### src/rtl/ps2_host_tx.sv
// PS/2 host-to-device command transmitter.
// Drives the bus through active-high pull-low enables and checks the device ACK.
module ps2_host_tx #(
    parameter int INHIBIT_CYCLES = 5000,
    parameter int TIMEOUT_CYCLES = 750000
) (
    input  logic       clk,
    input  logic       reset,
    input  logic [7:0] tx_data,
    input  logic       tx_valid,
    output logic       tx_ready,
    output logic       busy,
    output logic       tx_done,
    output logic       tx_error,
    output logic [1:0] err_code,
    input  logic       ps2_clk_in,
    input  logic       ps2_dat_in,
    output logic       ps2_clk_oe,
    output logic       ps2_dat_oe
);

    typedef enum logic [2:0] {
        S_IDLE,
        S_INHIBIT,
        S_REQ,
        S_SEND,
        S_ACK,
        S_WAIT
    } state_t;

    localparam logic [19:0] LP_INH_LAST = 20'(INHIBIT_CYCLES - 1);
    localparam logic [19:0] LP_TMO_LAST = 20'(TIMEOUT_CYCLES - 1);

    state_t      r_state;
    state_t      w_state_nx;
    logic [1:0]  r_clk_sync;
    logic [1:0]  r_dat_sync;
    logic        r_clk_prev;
    logic [10:0] r_frame;
    logic [3:0]  r_bit;
    logic [19:0] r_cnt;
    logic        r_ack_ok;
    logic        r_done;
    logic        r_err;
    logic [1:0]  r_err_code;

    logic        w_clk_s;
    logic        w_dat_s;
    logic        w_fall;
    logic        w_accept;
    logic        w_timeout;
    logic [3:0]  w_bit_nx;
    logic [19:0] w_cnt_nx;
    logic        w_ack_nx;
    logic        w_done_nx;
    logic        w_err_nx;
    logic [1:0]  w_code_nx;

    assign w_clk_s  = r_clk_sync[1];
    assign w_dat_s  = r_dat_sync[1];
    assign w_fall   = r_clk_prev & ~w_clk_s;
    assign tx_ready = (r_state == S_IDLE);
    assign busy     = (r_state != S_IDLE);
    assign w_accept = tx_valid & tx_ready;
    assign tx_done  = r_done;
    assign tx_error = r_err;
    assign err_code = r_err_code;

    // Timeout window opens at REQ, where the counter is cleared.
    assign w_timeout = (r_state inside {S_REQ, S_SEND, S_ACK, S_WAIT})
                     && (r_cnt == LP_TMO_LAST);

    always_ff @(posedge clk or negedge reset) begin
        if (!reset) begin
            r_clk_sync <= 2'b11;
            r_dat_sync <= 2'b11;
            r_clk_prev <= 1'b1;
        end else begin
            r_clk_sync <= {r_clk_sync[0], ps2_clk_in};
            r_dat_sync <= {r_dat_sync[0], ps2_dat_in};
            r_clk_prev <= w_clk_s;
        end
    end

    always_ff @(posedge clk or negedge reset) begin
        if (!reset) begin
            r_state <= S_IDLE;
        end else begin
            r_state <= w_state_nx;
        end
    end

    always_comb begin
        w_state_nx = r_state;
        ps2_clk_oe = 1'b0;
        ps2_dat_oe = 1'b0;
        w_bit_nx   = r_bit;
        w_cnt_nx   = r_cnt + 20'd1;
        w_ack_nx   = r_ack_ok;
        w_done_nx  = 1'b0;
        w_err_nx   = 1'b0;
        w_code_nx  = r_err_code;
        unique case (r_state)
            S_IDLE: begin
                w_cnt_nx = r_cnt;
                if (w_accept) begin
                    w_state_nx = S_INHIBIT;
                    w_cnt_nx   = '0;
                    w_bit_nx   = '0;
                end
            end
            S_INHIBIT: begin
                ps2_clk_oe = 1'b1;
                if (r_cnt == LP_INH_LAST) begin
                    w_state_nx = S_REQ;
                    w_cnt_nx   = '0;
                end
            end
            S_REQ: begin
                ps2_clk_oe = 1'b1;
                ps2_dat_oe = 1'b1;
                w_state_nx = S_SEND;
            end
            S_SEND: begin
                ps2_dat_oe = ~r_frame[r_bit];
                if (w_fall) begin
                    w_bit_nx = r_bit + 4'd1;
                    if (r_bit == 4'd9) begin
                        w_state_nx = S_ACK;
                    end
                end
            end
            S_ACK: begin
                if (w_fall) begin
                    w_ack_nx   = ~w_dat_s;
                    w_state_nx = S_WAIT;
                end
            end
            S_WAIT: begin
                if (w_clk_s && w_dat_s) begin
                    w_state_nx = S_IDLE;
                    w_done_nx  = r_ack_ok;
                    w_err_nx   = ~r_ack_ok;
                    if (!r_ack_ok) begin
                        w_code_nx = 2'b01;
                    end
                end
            end
            default: w_state_nx = S_IDLE;
        endcase
        // Timeout wins over any same-cycle bus event.
        if (w_timeout) begin
            w_state_nx = S_IDLE;
            ps2_clk_oe = 1'b0;
            ps2_dat_oe = 1'b0;
            w_done_nx  = 1'b0;
            w_err_nx   = 1'b1;
            w_code_nx  = 2'b10;
        end
    end

    always_ff @(posedge clk or negedge reset) begin
        if (!reset) begin
            r_frame    <= '1;
            r_bit      <= '0;
            r_cnt      <= '0;
            r_ack_ok   <= 1'b0;
            r_done     <= 1'b0;
            r_err      <= 1'b0;
            r_err_code <= 2'b00;
        end else begin
            if (w_accept) begin
                r_frame <= {1'b1, ~^tx_data, tx_data, 1'b0};
            end
            r_bit      <= w_bit_nx;
            r_cnt      <= w_cnt_nx;
            r_ack_ok   <= w_ack_nx;
            r_done     <= w_done_nx;
            r_err      <= w_err_nx;
            r_err_code <= w_code_nx;
        end
    end

endmodule

### config.mk
export PLATFORM = sky130hd
export DESIGN_NAME = ps2_host_tx
export DESIGN_NICKNAME = d
export VERILOG_FILES = /design/src/rtl/ps2_host_tx.sv
export SDC_FILE = /design/constraint.sdc
export NUM_CORES = 1
export LEC_CHECK = 0
export CORE_ASPECT_RATIO = 0.6
export CORE_MARGIN = 2
export CORE_UTILIZATION = 45
export CTS_BUF_LIST = sky130_fd_sc_hd__clkbuf_8
export CTS_CLUSTER_SIZE = 20
export DETAILED_ROUTE_END_ITERATION = 12
export DONT_BUFFER_PORTS = 1
export PLACE_DENSITY = 0.62
export SLEW_MARGIN = 20
export SYNTH_ARGS = -nofsm -noshare
export SYNTH_HDL_FRONTEND = slang
export SYNTH_SLANG_ARGS = --single-unit
### constraint.sdc
create_clock -name clk -period 6.47 [get_ports clk]
set_input_delay 0.9705 -clock clk [delete_from_list [all_inputs] [get_ports clk]]
set_output_delay 0.9705 -clock clk [all_outputs]
set_load 0.01 [all_outputs]
==> impl_metrics.prom <==
# TYPE chip_impl_metric gauge
chip_impl_metric{name="post_cts.resized_instances",unit=""} 0
chip_impl_metric{name="finalNetCount",unit=""} 272
chip_impl_metric{name="ctsLongestPathBuffers",unit=""} 2
chip_impl_metric{name="worstPathArrival",unit="ns"} 2.19
chip_impl_metric{name="avgSynthCellArea",unit="um^2"} 9.849
chip_impl_metric{name="portBuffers",unit=""} 0
chip_impl_metric{name="track_usage",unit="%"} 17.53
chip_impl_metric{name="route.detailed.vias_per_inst",unit=""} 5.559
chip_impl_metric{name="area_taken_by_multi_input_logic_gates",unit="um^2"} 1255
chip_impl_metric{name="vdd.ir_drop.worst",unit="uV"} 131.7
chip_impl_metric{name="drive_above_1_share",unit="%"} 17.25
chip_impl_metric{name="fp.dieW",unit="um"} 100.8
chip_impl_metric{name="antenna_cells_inserted",unit=""} 0
chip_impl_metric{name="power_consumption",unit="uW"} 628.7
chip_impl_metric{name="area_fraction_in_and_or_nand_and_nor_cells_after_synthesis",unit="%"} 25.90
chip_impl_info{name="synth_top_cells_by_area",value="sky130_fd_sc_hd__dfrtp_1, sky130_fd_sc_hd__dfstp_2, sky130_fd_sc_hd__nand2_1, sky130_fd_sc_hd__xnor2_1, sky130_fd_sc_hd__mux2_2"} 1
chip_impl_info{name="synth_flop_cell",value="sky130_fd_sc_hd__dfrtp_1"} 1
chip_impl_metric{name="final_period_minus_worst_setup_slack",unit="ns"} 3.161
chip_impl_info{name="worst_path_slowest_cell",value="sky130_fd_sc_hd__dfrtp_1"} 1
chip_impl_info{name="crit_type",value="flop to primary output"} 1
chip_impl_metric{name="post_synth_num_cell_types",unit=""} 49
chip_impl_metric{name="yosys_warning_count",unit=""} 0
chip_impl_metric{name="die_area",unit="um^2"} 6261
chip_impl_metric{name="wl_per_cell",unit="um"} 15.47
chip_impl_info{name="rr_startpoint",value="r_state[0]"} 1
chip_impl_metric{name="starting_density_of_the_core",unit="%"} 46.09
chip_impl_metric{name="maximum_fanout_count_along_the_critical_path",unit=""} 15
chip_impl_metric{name="count_of_state_elements_after_synthesis",unit=""} 47
chip_impl_info{name="outcome",value="finished clean"} 1
chip_impl_metric{name="global_route.overflow_total",unit=""} 0
chip_impl_metric{name="asyncSetResetFlopFracSynth",unit="%"} 100.0
chip_impl_metric{name="floorplan.die.height",unit="um"} 62.10
chip_impl_metric{name="post-dp-hpwl",unit="um"} 3689
chip_impl_metric{name="clock_insertion_delay_worst_skew",unit="ns"} 0.30
chip_impl_metric{name="drt.antenna.violating_nets",unit=""} 0
chip_impl_info{name="cts_root_buf",value="sky130_fd_sc_hd__clkbuf_8"} 1
chip_impl_metric{name="max_freq",unit="GHz"} 0.3163
chip_impl_info{name="worst_path_most_repeated_cell",value="sky130_fd_sc_hd__nor3_1"} 1
chip_impl_metric{name="maximum_capacitance_violations",unit=""} 0
chip_impl_metric{name="synth_xor_xnor_area_share",unit="%"} 6.228
chip_impl_metric{name="synth.yosys.seq_area_share",unit="%"} 47.21
chip_impl_metric{name="ios",unit=""} 21
chip_impl_info{name="dominant_combinational_cell_family_by_area_after_synthesis",value="simple AND/OR/NAND/NOR gates"} 1
chip_impl_info{name="setup.worst_path.end_class",value="primary output"} 1
chip_impl_metric{name="placed_cells",unit=""} 316
chip_impl_metric{name="synth_top_area_share",unit="%"} 31.64
chip_impl_info{name="worstHoldPathType",value="input port to async pin"} 1
chip_impl_metric{name="grt_max_degree",unit=""} 48
chip_impl_metric{name="post-route-drc-count",unit=""} 0
chip_impl_metric{name="final.period_utilization",unit="%"} 48.86
chip_impl_metric{name="htreeDepth",unit=""} 2
chip_impl_info{name="crit_chain",value="inv_1 -> ha_1 -> nand4_1 -> nor3_1 -> and3b_2 -> nor3_1"} 1
chip_impl_info{name="startpoint_type",value="flop"} 1
chip_impl_metric{name="drt-initial-drc-count",unit=""} 136
chip_impl_info{name="clock_tree_from_tritoncts",value="built"} 1
chip_impl_metric{name="synth-compound-area-share",unit="%"} 8.601
chip_impl_metric{name="cts-hold-fix-buffers",unit=""} 0
chip_impl_metric{name="core_region_area",unit="um^2"} 5492
chip_impl_metric{name="clkTransAtPathRegs",unit="ns"} 0.10
chip_impl_metric{name="count_of_tritonroute_iterations_in_the_first_routing_pass",unit=""} 4
chip_impl_metric{name="finalWirelength",unit="um"} 5012
chip_impl_metric{name="final-instance-count-excl-fill",unit=""} 324
chip_impl_metric{name="place.gp.congestion",unit=""} 0.8379
chip_impl_metric{name="worst-r2r-setup-slack",unit="ns"} 4.20
chip_impl_info{name="launching_instance_or_port_of_the_critical_path",value="r_state[1]"} 1
chip_impl_metric{name="postSynthNetCount",unit=""} 275
chip_impl_info{name="synth.most_common_cell",value="sky130_fd_sc_hd__nand2_1"} 1
chip_impl_metric{name="slew_violations",unit=""} 0
chip_impl_metric{name="synth_mux_area_share",unit="%"} 6.130
chip_impl_metric{name="detailroute.via_count",unit=""} 1801
chip_impl_metric{name="fill_cells",unit=""} 504
chip_impl_metric{name="timing.final.hold_violations",unit=""} 0
chip_impl_metric{name="slew_headroom",unit="%"} 52.71
chip_impl_metric{name="power_leakage",unit="nW"} 1.102
chip_impl_metric{name="grt_first_pass_wirelength",unit="um"} 8369
chip_impl_metric{name="worst-endpoint-required",unit="ns"} 5.50
chip_impl_metric{name="power.density_cell_area",unit="nW/um^2"} 234.6
chip_impl_metric{name="fin_setup_tns",unit="ns"} 0
chip_impl_metric{name="worst_pin_slew",unit="ns"} 0.7090
chip_impl_metric{name="grt_pass1_vias",unit=""} 1591
chip_impl_metric{name="netlist_instances",unit=""} 257
chip_impl_info{name="synth_common_cells",value="sky130_fd_sc_hd__nand2_1, sky130_fd_sc_hd__dfrtp_1, sky130_fd_sc_hd__nor2_1, sky130_fd_sc_hd__dfstp_2"} 1
chip_impl_metric{name="worst_clock_skew",unit="ns"} 0.009729
chip_impl_metric{name="cts_inserted_buffers",unit=""} 5
chip_impl_metric{name="cpPeakStageDelay",unit="ns"} 0.62
chip_impl_info{name="rsz0062_at_grt",value="no"} 1
chip_impl_info{name="synth_top_cell_by_area",value="sky130_fd_sc_hd__dfrtp_1"} 1
chip_impl_metric{name="netlist_area",unit="um^2"} 2531
chip_impl_metric{name="post-cts-setup-buffers",unit=""} 0
chip_impl_metric{name="synth-edff-count",unit=""} 0
chip_impl_metric{name="post_synth_fa_ha_maj_area_fraction",unit="%"} 2.472
chip_impl_metric{name="layout.area.seq",unit="um^2"} 1195
chip_impl_metric{name="numClockSinks",unit=""} 47
chip_impl_metric{name="final-setup-viol-count",unit=""} 0
chip_impl_metric{name="number_of_antenna_violations_at_the_first_check_in_global_routing",unit=""} 0
chip_impl_metric{name="floorplan.rows",unit=""} 21
chip_impl_metric{name="area_added_between_synthesis_and_finish",unit="%"} 5.882
where the power goes:
part / switching, mW / internal [mW] / total, mW
clock network: 0.107 / 0.0796 / 0.187
logic: 0.0353 / 0.0371 / 0.0724
registers: 0.0406 / 0.329 / 0.370
worst max-delay path, delay by kind of cell, from the launching register on:
kind	cells	cell delay, ns
AND/OR/NAND/NOR	4	0.79
flip-flops	1	0.62
adder cells (fa/ha/maj)	1	0.32
buffers and inverters	1	0.16
routing by layer:
metal,track usage (%),vias to the layer above,wire (um)
met4,2.935,0,8
met3,3.915,2,319
met5,0,-,0
met1,30.34,835,2936
li1,-,911,-
met2,21.14,53,1748
path summary, 6_finish.rpt:
| check | to | cells after the start |
|---|---|---|
| setup / recovery | ps2_dat_oe | 6 |
| hold / removal | r_cnt[0] | 0 |
| setup reg to reg | r_frame[1] | 3 |
| hold reg to reg | r_dat_sync[1] | 0 |
| max in group asynchronous | r_frame[8] | 0 |
| min in group clk | r_dat_sync[1] | 0 |
per-stage QoR:
stage | setup slack (ns) | util [%] | hold WS (ns) | area [um^2]
after floorplan | 3.652 | - | 0.3452 | 2531
after global placement | 3.673 | 47.07 | 0.3482 | 2585
after detailed placement | 3.639 | 47.07 | 0.3484 | 2585
after CTS | 3.290 | 48.80 | 0.3341 | 2680
after global routing | 3.152 | 48.80 | 0.3205 | 2680
final | 3.309 | 48.80 | 0.3481 | 2680
layout make-up:
cell class | count | share of cell area, %
inverter | 9 | 1.261
clock buffer | 5 | 2.568
clock inverter | 3 | 0.9804
tap | 69 | 3.221
multi-input combinational | 189 | 46.83
timing repair buffer | 2 | 0.5602
sequential | 47 | 44.58
logic make-up (layout without fill, tap and decap cells):
kind of cell	after synthesis	after routing
AO/OA/AOI/OAI	34	34
XOR/XNOR	18	18
adder cells (fa/ha/maj)	5	5
buffers and inverters	21	19
flip-flops	47	47
multiplexers	12	12
AND/OR/NAND/NOR	120	120
placed cells by master (no fill, tap or decap), types with 3 or more instances in the layout:
master / count
sky130_fd_sc_hd__nand2_1: 33
sky130_fd_sc_hd__dfrtp_1: 32
sky130_fd_sc_hd__nor2_1: 16
sky130_fd_sc_hd__dfstp_2: 15
sky130_fd_sc_hd__nor3_1: 12
sky130_fd_sc_hd__nand3_1: 12
sky130_fd_sc_hd__xnor2_1: 11
sky130_fd_sc_hd__o21ai_0: 10
sky130_fd_sc_hd__inv_1: 9
sky130_fd_sc_hd__a21oi_1: 8
sky130_fd_sc_hd__mux2_2: 8
sky130_fd_sc_hd__nand4_1: 7
sky130_fd_sc_hd__nor4_1: 7
sky130_fd_sc_hd__xor2_1: 7
sky130_fd_sc_hd__ha_1: 5
sky130_fd_sc_hd__clkbuf_8: 5
sky130_fd_sc_hd__or4_1: 4
sky130_fd_sc_hd__a21o_1: 4
sky130_fd_sc_hd__and3_1: 3
sky130_fd_sc_hd__nor2b_1: 3
sky130_fd_sc_hd__or3_1: 3
sky130_fd_sc_hd__a31oi_1: 3
flip-flops by register name, summed over array words and instances, names as in the netlist:
register    cells
tx_done         1
tx_error        1
r_ack_ok        1
r_clk_prev      1
r_state         3
err_code        2
r_frame        10
r_clk_sync      2
r_cnt          20
r_bit           4
r_dat_sync      2
No activity file was read; power rests on OpenSTA's default activity.
